==> config.mk <==
export PLATFORM = sky130hd
export DESIGN_NAME = wm_led_ctrl
export DESIGN_NICKNAME = d
export VERILOG_FILES = /design/src/rtl/wm_led_pkg.sv /design/src/rtl/wm_led_timebase.sv /design/src/rtl/wm_led_ctrl.sv
export SDC_FILE = /design/constraint.sdc
export NUM_CORES = 1
export LEC_CHECK = 0
export CAP_MARGIN = 25
export CORE_MARGIN = 2
export CORE_UTILIZATION = 48
export DETAILED_ROUTE_END_ITERATION = 6
export HOLD_SLACK_MARGIN = 0.03
export PLACE_DENSITY = 0.62
export SETUP_SLACK_MARGIN = 0.15
export SLEW_MARGIN = 25
export SYNTH_ARGS = -nofsm -noshare
export SYNTH_HDL_FRONTEND = slang
export SYNTH_SLANG_ARGS = --single-unit
export TNS_END_PERCENT = 5
==> constraint.sdc <==
create_clock -name clk -period 3.51 [get_ports clk]
set_input_delay 0.702 -clock clk [delete_from_list [all_inputs] [get_ports clk]]
set_output_delay 0.702 -clock clk [all_outputs]
set_load 0.02 [all_outputs]
==> src/rtl/wm_led_pkg.sv <==
`default_nettype none
// ============================================================================
//  Module      : wm_led_pkg
//  Description : Shared mode encodings, field widths and mode helpers for the
//                washing-machine front-panel LED controller.
//  Revision    : 1.0 - initial release
// ============================================================================
package wm_led_pkg;

    localparam int MODE_W    = 3;
    localparam int DUTY_W    = 4;
    localparam int ONESHOT_W = 10;

    typedef enum logic [MODE_W-1:0] {
        WM_LED_OFF     = 3'd0,
        WM_LED_ON      = 3'd1,
        WM_LED_SLOW    = 3'd2,
        WM_LED_FAST    = 3'd3,
        WM_LED_ONESHOT = 3'd4
    } wm_led_mode_t;

    // Codes 5..7 are not real modes; they are stored as OFF so a later
    // read-back never shows an undefined encoding.
    function automatic wm_led_mode_t decode_mode(input logic [MODE_W-1:0] code);
        case (code)
            3'd1:    return WM_LED_ON;
            3'd2:    return WM_LED_SLOW;
            3'd3:    return WM_LED_FAST;
            3'd4:    return WM_LED_ONESHOT;
            default: return WM_LED_OFF;
        endcase
    endfunction

    // Un-dimmed lit state of a channel given its mode and the shared phases.
    function automatic logic mode_lit(input wm_led_mode_t mode,
                                      input logic         slow_phase,
                                      input logic         fast_phase);
        logic lit;
        lit = 1'b0;
        case (mode)
            WM_LED_ON:      lit = 1'b1;
            WM_LED_SLOW:    lit = slow_phase;
            WM_LED_FAST:    lit = fast_phase;
            WM_LED_ONESHOT: lit = 1'b1;
            default:        lit = 1'b0;
        endcase
        return lit;
    endfunction

endpackage
`default_nettype wire

==> src/rtl/wm_led_timebase.sv <==
`default_nettype none
// ============================================================================
//  Module      : wm_led_timebase
//  Description : 1 ms prescaler with tick output plus the global slow and
//                fast blink phase generators shared by every LED channel.
//  Revision    : 1.0 - initial release
// ============================================================================
module wm_led_timebase #(
    parameter int CNT_1MSEC     = 125000,
    parameter int BLINK_SLOW_MS = 500,
    parameter int BLINK_FAST_MS = 125
) (
    input  logic clk,
    input  logic rstn,
    output logic tick_1ms,
    output logic slow_phase,
    output logic fast_phase
);

    localparam int c_ms_w   = $clog2(CNT_1MSEC + 1);
    localparam int c_slow_w = $clog2(BLINK_SLOW_MS + 1);
    localparam int c_fast_w = $clog2(BLINK_FAST_MS + 1);

    localparam logic [c_ms_w-1:0]   c_ms_last   = c_ms_w'(CNT_1MSEC - 1);
    localparam logic [c_slow_w-1:0] c_slow_last = c_slow_w'(BLINK_SLOW_MS - 1);
    localparam logic [c_fast_w-1:0] c_fast_last = c_fast_w'(BLINK_FAST_MS - 1);

    logic [c_ms_w-1:0]   r_ms_cnt;
    logic [c_slow_w-1:0] r_slow_cnt;
    logic [c_fast_w-1:0] r_fast_cnt;
    logic                r_slow_phase;
    logic                r_fast_phase;
    logic                w_tick;

    // The tick is decoded from the registered count, so it is high for the
    // whole cycle in which the count sits at its last value.
    assign w_tick = (r_ms_cnt == c_ms_last);

    // Free-running ms prescaler, 0..CNT_1MSEC-1.
    always_ff @(posedge clk or negedge rstn) begin
        if (!rstn) begin
            r_ms_cnt <= '0;
        end else if (w_tick) begin
            r_ms_cnt <= '0;
        end else begin
            r_ms_cnt <= r_ms_cnt + 1'b1;
        end
    end

    // Slow phase flips at the edge that ends every BLINK_SLOW_MS-th tick.
    always_ff @(posedge clk or negedge rstn) begin
        if (!rstn) begin
            r_slow_cnt   <= '0;
            r_slow_phase <= 1'b0;
        end else if (w_tick) begin
            if (r_slow_cnt == c_slow_last) begin
                r_slow_cnt   <= '0;
                r_slow_phase <= ~r_slow_phase;
            end else begin
                r_slow_cnt <= r_slow_cnt + 1'b1;
            end
        end
    end

    // Fast phase flips at the edge that ends every BLINK_FAST_MS-th tick.
    always_ff @(posedge clk or negedge rstn) begin
        if (!rstn) begin
            r_fast_cnt   <= '0;
            r_fast_phase <= 1'b0;
        end else if (w_tick) begin
            if (r_fast_cnt == c_fast_last) begin
                r_fast_cnt   <= '0;
                r_fast_phase <= ~r_fast_phase;
            end else begin
                r_fast_cnt <= r_fast_cnt + 1'b1;
            end
        end
    end

    assign tick_1ms   = w_tick;
    assign slow_phase = r_slow_phase;
    assign fast_phase = r_fast_phase;

endmodule
`default_nettype wire

==> src/rtl/wm_led_ctrl.sv <==
`default_nettype none
// ============================================================================
//  Module      : wm_led_ctrl
//  Description : Multi-channel front-panel LED controller. Each channel holds
//                a mode (off/on/slow/fast/one-shot) loaded via a write port;
//                blinking channels share one phase-aligned timebase.
//                Optional feature macro: WM_LED_PWM_EN (per-channel 4-bit
//                duty dimming of the lit state).
//  Revision    : 1.0 - initial release
// ============================================================================
module wm_led_ctrl
    import wm_led_pkg::*;
#(
    parameter int NUM_LED       = 12,
    parameter int CNT_1MSEC     = 125000,
    parameter int BLINK_SLOW_MS = 500,
    parameter int BLINK_FAST_MS = 125,
    parameter int ONESHOT_MS    = 1000
) (
    input  logic                                             clk,
    input  logic                                             rstn,
    input  logic                                             cfg_we,
    input  logic [((NUM_LED > 1) ? $clog2(NUM_LED) : 1)-1:0] cfg_idx,
    input  logic [MODE_W-1:0]                                cfg_mode,
    input  logic [DUTY_W-1:0]                                cfg_duty,
    output logic [NUM_LED-1:0]                               led_out,
    output logic                                             tick_1ms
);

    localparam int c_idx_w = (NUM_LED > 1) ? $clog2(NUM_LED) : 1;

    localparam logic [c_idx_w:0]     c_num_led    = (c_idx_w + 1)'(NUM_LED);
    localparam logic [ONESHOT_W-1:0] c_oneshot_ms = ONESHOT_W'(ONESHOT_MS);

    logic               w_slow_phase;
    logic               w_fast_phase;
    logic               w_idx_ok;
    wm_led_mode_t       w_wr_mode;
    logic [NUM_LED-1:0] w_lit;
    logic [NUM_LED-1:0] r_led;

    wm_led_timebase #(
        .CNT_1MSEC     (CNT_1MSEC),
        .BLINK_SLOW_MS (BLINK_SLOW_MS),
        .BLINK_FAST_MS (BLINK_FAST_MS)
    ) u_timebase (
        .clk        (clk),
        .rstn       (rstn),
        .tick_1ms   (tick_1ms),
        .slow_phase (w_slow_phase),
        .fast_phase (w_fast_phase)
    );

    // Index range check is done once with one spare bit so that NUM_LED
    // values that are not powers of two reject the unused codes.
    assign w_idx_ok  = ({1'b0, cfg_idx} < c_num_led);
    assign w_wr_mode = decode_mode(cfg_mode);

`ifdef WM_LED_PWM_EN
    logic [DUTY_W-1:0] r_pwm_cnt;

    // Free-running PWM counter shared by all channels.
    always_ff @(posedge clk or negedge rstn) begin
        if (!rstn) begin
            r_pwm_cnt <= '0;
        end else begin
            r_pwm_cnt <= r_pwm_cnt + 1'b1;
        end
    end
`else
    logic w_unused_duty;
    assign w_unused_duty = ^cfg_duty;
`endif

    for (genvar i = 0; i < NUM_LED; i++) begin : g_ch
        wm_led_mode_t         r_mode;
        logic [ONESHOT_W-1:0] r_os_cnt;
        logic                 w_wr;

        assign w_wr = cfg_we && w_idx_ok && (cfg_idx == c_idx_w'(i));

        // Mode and one-shot countdown; a write always beats a same-cycle
        // expiry, and any non-one-shot write clears the countdown.
        always_ff @(posedge clk or negedge rstn) begin
            if (!rstn) begin
                r_mode   <= WM_LED_OFF;
                r_os_cnt <= '0;
            end else if (w_wr) begin
                r_mode   <= w_wr_mode;
                r_os_cnt <= (w_wr_mode == WM_LED_ONESHOT) ? c_oneshot_ms : '0;
            end else if ((r_mode == WM_LED_ONESHOT) && tick_1ms) begin
                if (r_os_cnt <= ONESHOT_W'(1)) begin
                    r_mode   <= WM_LED_OFF;
                    r_os_cnt <= '0;
                end else begin
                    r_os_cnt <= r_os_cnt - 1'b1;
                end
            end
        end

`ifdef WM_LED_PWM_EN
        logic [DUTY_W-1:0] r_duty;

        // Duty is captured with every accepted write to this channel.
        always_ff @(posedge clk or negedge rstn) begin
            if (!rstn) begin
                r_duty <= '0;
            end else if (w_wr) begin
                r_duty <= cfg_duty;
            end
        end

        assign w_lit[i] = mode_lit(r_mode, w_slow_phase, w_fast_phase) &
                          (r_pwm_cnt <= r_duty);
`else
        assign w_lit[i] = mode_lit(r_mode, w_slow_phase, w_fast_phase);
`endif
    end

    // Output register keeps the LED pins glitch-free.
    always_ff @(posedge clk or negedge rstn) begin
        if (!rstn) begin
            r_led <= '0;
        end else begin
            r_led <= w_lit;
        end
    end

    assign led_out = r_led;

endmodule
`default_nettype wire
==> flow_summary.yaml, run 1 <==
yosys:
  synth_cell_type_count: 58
  syn_inst: 1258
  synth_top_family_by_area: "simple AND/OR/NAND/NOR gates"
  syn_nets: 1300
  synth_compound_area_share_pct: 18.83
  synth-xor-area-share_pct: 1.507
  synth_area_leaders: "dfrtp_1 46%, o21ai_0 5.7%, nand2_1 5.2%"
  synthAdderAreaFrac_pct: 3.173
  yosys_warnings: 0
  synth-edff-count: 0
  yosys.area_share.simple_pct: 27.47
  syn-mean-instance-area_um2: 8.777
  ys.flop_type: "dfrtp_1"
  synth_top_cell_area_share_pct: 46.01
  synth_mux_area_share_pct: 0.3626
  synth_area_um2: 11040
  ys_async_sr_fraction_pct: 100.0
  yosysTopAreaCell: "dfrtp_1"
  synth_seq_area_share_pct: 46.01
  ys_ff_latch: 203
power:
  peakVddDrop_uv: 284.4
  sw_frac_of_total_pct: 28.85
  p_int_mw: 5.048
  p_per_area_nw_per_um2: 563.0
  comb_power_share_pct: 19.0
  p_seq_share_pct: 40.3
  power_switching_mw: 2.046
  leakagePower_nw: 5.412
  power_frac_clock_pct: 40.8
finish:
  area_delta_synth_final_pct: 14.11
  antenna_cells: 0
  drive_gt1_share_pct: 6.865
  seq_area_um2: 5080
  multi_input_area_um2: 5672
  final_cell_mix: "203 x dfrtp_1, 153 x nand2_1, 125 x o21ai_0"
  layout_commonest_cell: "dfrtp_1"
  stdcell_area_um2: 12600
  nets: 1335
  fill_cells: 2045
grt:
  antenna_found_initial: 0
  grt_overflow: 0
  grt_pass1_vias: 9265
  grtUsageTotal_pct: 23.43
  grt_start_max_net_pins: 72
  grt_pass1_wl_um: 46920
die:
  die_y_um: 155.7
  pin_count: 27
  row_count: 55
  start_util_pct: 48.77
  die_area_um2: 24230
  design.core.area_um2: 22640
  die_w_um: 155.7
detailed_routing:
  avgRoutedWirePerCell_um: 17.29
  dr.pass1.iters: 5
  vias: 9763
  totalWireLength_um: 27590
  via_per_inst: 6.117
  drt-initial-drc-count: 844
  ant_nets: 0
  drc: 0
timing:
  maxSlewViolCount: 0
  fin_crit_ns: 2.906
  setup_viol: 0
  fmax_ghz: 0.3441
  tightest_slew_ns: 0.8310
  tns_ns: 0
  hold_viol: 0
  finalCritPeriodShare_pct: 82.81
  rsz0062_at_grt: "no"
  skew_ns: 0.01438
  slew_headroom_pct: 44.34
clocking:
  clock_path_buffers: 3
  post_cts_buffers: 0
  cts_root_buffer: "clkbuf_16"
  cts_buffers: 24
  htree_levels: 1
  clk_pin_slew_ns: 0.06
  cts_sinks: 203
  cts_tree: "built"
  clkLatencyLatePin_ns: 0.52
placement:
  dpl.hpwl_um: 18600
  gp_congestion: 0.9049
  portBuffers: 22
  place_area_um2: 11660
run_status:
  outcome: "finished clean"
critical_path:
  worst_ep_arrival_time_ns: 2.20
  required_ns: 2.81
  worstSetupPathType: "reg -> out"
  path_max_fanout: 14
  startpoint_type: "flop"
  endpoint_kind: "output port"
flow_run:
  cap_violations: 0
min_path:
  hold_class: "in -> async"
==> flip-flops by register name, summed over array words and instances (netlist names) <==
| register | cells |
|---|---|
| g_ch.r_os_cnt | 120 |
| g_ch.r_mode | 36 |
| u_timebase.r_ms_cnt | 17 |
| led_out | 12 |
| u_timebase.r_slow_cnt | 9 |
| u_timebase.r_fast_cnt | 7 |
| u_timebase.fast_phase | 1 |
| u_timebase.slow_phase | 1 |
==> cell type report <==
cell class | instances | share of cell area (%)
well taps | 285 | 2.830
inverters | 45 | 1.341
clock inverters | 13 | 1.936
multi-input cells | 977 | 45.01
repair buffers | 42 | 3.098
flip-flops and latches | 203 | 40.32
clock buffers | 31 | 5.462
==> layer usage <==
layer / GRT usage [%] / share of wire (%) / routed length, um
met5: 0 / 0 / 0
met4: 6.466 / 2.4 / 671
met3: 2.889 / 5.1 / 1404
met2: 37.51 / 45 / 12540
met1: 33.80 / 47 / 12980
==> Yosys cell counts, types with 28 or more instances <==
cell type and n:
ha_1 28, nor2_1 117, dfrtp_1 203, or3_1 29, a21oi_1 41, o21ai_0 125, o211ai_1 65, clkbuf_1 30
nand2_1 153, a31oi_1 28, nand3_1 72, nor3_1 70, inv_1 45
==> through the flow <==
step | instances | util [%] | hold slack [ns] | setup WS [ns] | power [mW]
2_1_floorplan | 1258 | - | 0.4064 | 0.9229 | 3.812
3_3_place_gp | 1552 | 51.52 | 0.4581 | 0.6637 | 4.206
3_5_place_dp | 1552 | 51.52 | 0.4671 | 0.6489 | 4.224
4_1_cts | 1596 | 55.64 | 0.1403 | 0.1992 | 7.147
5_1_grt | 1596 | 55.65 | 0.1610 | 0.4865 | 7.476
6_report | 1596 | 55.65 | 0.1359 | 0.6035 | 7.094
==> worst paths after layout <==
path	startpoint	to	slack, ns	depth (start not counted)
worst max-delay path	u_timebase.r_ms_cnt[12]	tick_1ms	0.60	6
worst min-delay path	rstn	g_ch[4].r_os_cnt[4]	0.14	1
worst max register to register	u_timebase.r_ms_cnt[12]	g_ch[6].r_os_cnt[7]	0.76	5
worst min register to register	u_timebase.r_ms_cnt[0]	u_timebase.r_ms_cnt[0]	0.47	1
max in group asynchronous	rstn	g_ch[1].r_os_cnt[6]	2.49	2
min in group clk	u_timebase.r_ms_cnt[0]	u_timebase.r_ms_cnt[0]	0.47	1
==> critical path, stage by stage (launching register included) <==
cell and delay, ns:
dfrtp_1 0.45, or4b_4 0.59, nor2_2 0.11, nand2_1 0.06, buf_4 0.19, inv_1 0.08, dlymetal6s2s_1 0.22
==> cells by family after synthesis <==
| family | count (synthesis) |
|---|---|
| compound gates | 328 |
| flops | 203 |
| buf+inv | 78 |
| simple gates | 598 |
| fa+ha+maj | 28 |
| xor+xnor | 19 |
| mux | 4 |
==> power groups by stage <==
stage | clock (mW) | combinational, mW | sequential (mW)
global placement | 0 | 1.32 | 2.88
floorplan | 0 | 0.947 | 2.87
global route | 3.04 | 1.53 | 2.90
finish | 2.89 | 1.35 | 2.86
detailed placement | 0 | 1.34 | 2.89
CTS | 2.95 | 1.34 | 2.85
==> timing repair <==
item                                    in CTS  in global routing
hold endpoints to repair                     0                  0
resized for setup                            0                  1
endpoints found under the setup margin       0                  1
hold buffers                                 0                  0
(Power assumes the default switching activity.)
==> run 2, diff against run 1 <==
PLACE_DENSITY = 0.65   (was 0.62)
clock period = 2.4 ns   (was 3.51 ns; I/O delays follow)
==> run 2 against run 1 <==
The flow now finishes with violations (setup timing). Non-clock buffer count is 83 higher. Routed wire length up 2.8%. First-iteration DRC count fell by 14%. Hold slack better by 0.32 ns. Register-to-register slack got worse by 0.81 ns. Global-route usage is essentially flat. Cell count increased by 5.1%. Sequential share of layout area fell by 2.5 points. Setup slack got worse by 0.66 ns. Clock power rose by 34%. Highest routed layer unchanged. Core utilization increased by 3.7 points. Sequential power grew 46%.
==> flow_summary.yaml, run 2 (synthesized netlist as in run 1, its figures left out) <==
placement:
  pre_cts_slack_ns: -0.07269
  portBuffers: 22
  gp_congestion: 0.9020
  dpl.hpwl_um: 19550
finish:
  nets: 1418
  largestRegisters: "g_ch.r_os_cnt x120, g_ch.r_mode x36, u_timebase.r_ms_cnt x17"
  layout_commonest_cell: "dfrtp_1"
  largest_reg_flops: 120
  antenna_cells: 0
  drive_gt1_share_pct: 14.87
  final_cell_mix: "203 x dfrtp_1, 152 x nand2_1, 115 x nor2_1"
  largest_register: "g_ch.r_os_cnt"
  area_delta_synth_final_pct: 21.76
grt:
  grt_pass1_vias: 9394
  grt_start_max_net_pins: 65
  grtUsageTotal_pct: 23.44
  grt_pass1_wl_um: 47200
  antenna_found_initial: 0
  grt_overflow: 0
clocking:
  clock_path_buffers: 3
  htree_levels: 1
  cts_sinks: 203
  cts_root_buffer: "clkbuf_16"
  cts_tree: "built"
  clkLatencyLatePin_ns: 0.52
  clk_pin_slew_ns: 0.06
  cts_buffers: 24
power:
  p_seq_share_pct: 40.9
  p_per_area_nw_per_um2: 760.7
  sw_frac_of_total_pct: 29.83
  peakVddDrop_uv: 489.7
  power_switching_mw: 3.051
  comb_power_share_pct: 21.1
  leakagePower_nw: 5.823
  p_int_mw: 7.177
  power_frac_clock_pct: 38.0
critical_path:
  worst_ep_arrival_time_ns: 2.88
  endpoint_kind: "flop"
  worstSetupPathType: "reg -> reg"
  path_max_fanout: 4
  required_ns: 2.82
  worst-r2r-cell-count: 5
  startpoint_type: "flop"
timing:
  finalCritPeriodShare_pct: 102.3
  fmax_ghz: 0.4075
  maxSlewViolCount: 0
  setup_viol: 2
  finalWorstSetupSlack_ns: -0.05427
  slew_headroom_pct: 54.00
  skew_ns: 0.01328
  fin_hold_ws_ns: 0.4568
  rsz0062_at_grt: "yes"
  hold_viol: 0
  fin_crit_ns: 2.454
  tightest_slew_ns: 0.6837
run_status:
  outcome: "complete, but fails checks"
  violations: "setup timing"
min_path:
  hold_class: "reg -> reg"
  whs_path_depth: 1
detailed_routing:
  drt-initial-drc-count: 727
  ant_nets: 0
  vias: 9977
  dr.pass1.iters: 5
  totalWireLength_um: 28360
  drc: 0
  avgRoutedWirePerCell_um: 16.91
  via_per_inst: 5.949
die:
  die_y_um: 155.7
  die_w_um: 155.7
  pin_count: 27
  design.core.area_um2: 22640
  die_area_um2: 24230
  row_count: 55
  start_util_pct: 48.77
flow_run:
  cap_violations: 0
## run 2: cell count changes in the layout (fill, tap and decap cells not counted), sizes merged
cell,previous run,this run
buf,21,102
bufinv,7,4
clkbuf,31,33
clkinvlp,0,1
dlygate4sd3,0,1
dlymetal6s2s,1,0
## run 2: repair_timing
item	4_1_cts	5_1_grt
pin swaps	1	21
endpoints found under the setup margin	62	122
buffers inserted	0	4
endpoints found under the hold margin	47	0
resized for setup	17	59
hold buffers	1	0
cloned	0	1
## run 2: power groups by stage
stage          registers (mW)  logic, mW  clock network [mW]
4_1_cts                  4.17       2.11                3.96
6_report                 4.18       2.16                3.88
5_1_grt                  4.25       2.44                4.11
3_3_place_gp             4.21       2.06                   0
3_5_place_dp             4.22       2.09                   0
2_1_floorplan            4.19       1.39                   0
## run 2: cell type report
cell class	count	area (um^2)
Inverter	45	168.9
Clock buffer	31	688.2
Multi-Input combinational cell	977	5901
Sequential cell	203	5080
Timing Repair Buffer	125	1092
Fill cell	1982	9196
Clock inverter	11	157.7
Tap cell	285	356.6
## run 2: through the flow
step	cells	setup TNS (ns)	power, mW	util (%)	cell area [um^2]
CTS	1672	-0.07988	10.23	58.12	13160
floorplan	1258	-0.02816	5.575	-	11040
detailed placement	1629	-0.6951	6.311	54.18	12270
finish	1677	-0.06876	10.23	59.38	13440
global placement	1629	-0.5267	6.278	54.18	12270
global route	1677	-0.5391	10.79	59.38	13440
## run 2: critical path, cell delays in order, from the launching register on
cell	delay, ns
dfrtp_1	0.37
or4b_4	0.55
or2_4	0.27
or4_4	0.48
or4_4	0.46
o311ai_4	0.22
## run 2: layer usage
layer	wire length [um]	GRT usage (%)	up-vias
met4	592	5.636	0
li1	-	-	4898
met3	1069	2.694	43
met2	13360	38.98	198
met5	0	0	-
met1	13340	33.00	4838
## run 2: worst paths after layout
check | from | endpoint | slack [ns]
min | u_timebase.r_ms_cnt[0] | u_timebase.r_ms_cnt[0] | 0.46
min reg2reg | u_timebase.r_ms_cnt[0] | u_timebase.r_ms_cnt[0] | 0.46
min in group asynchronous | rstn | g_ch[8].r_os_cnt[4] | 0.50
max in group asynchronous | rstn | g_ch[9].r_mode[0] | 1.19
max | u_timebase.r_ms_cnt[3] | g_ch[6].r_os_cnt[7] | -0.05
max reg2reg | u_timebase.r_ms_cnt[3] | g_ch[6].r_os_cnt[7] | -0.05
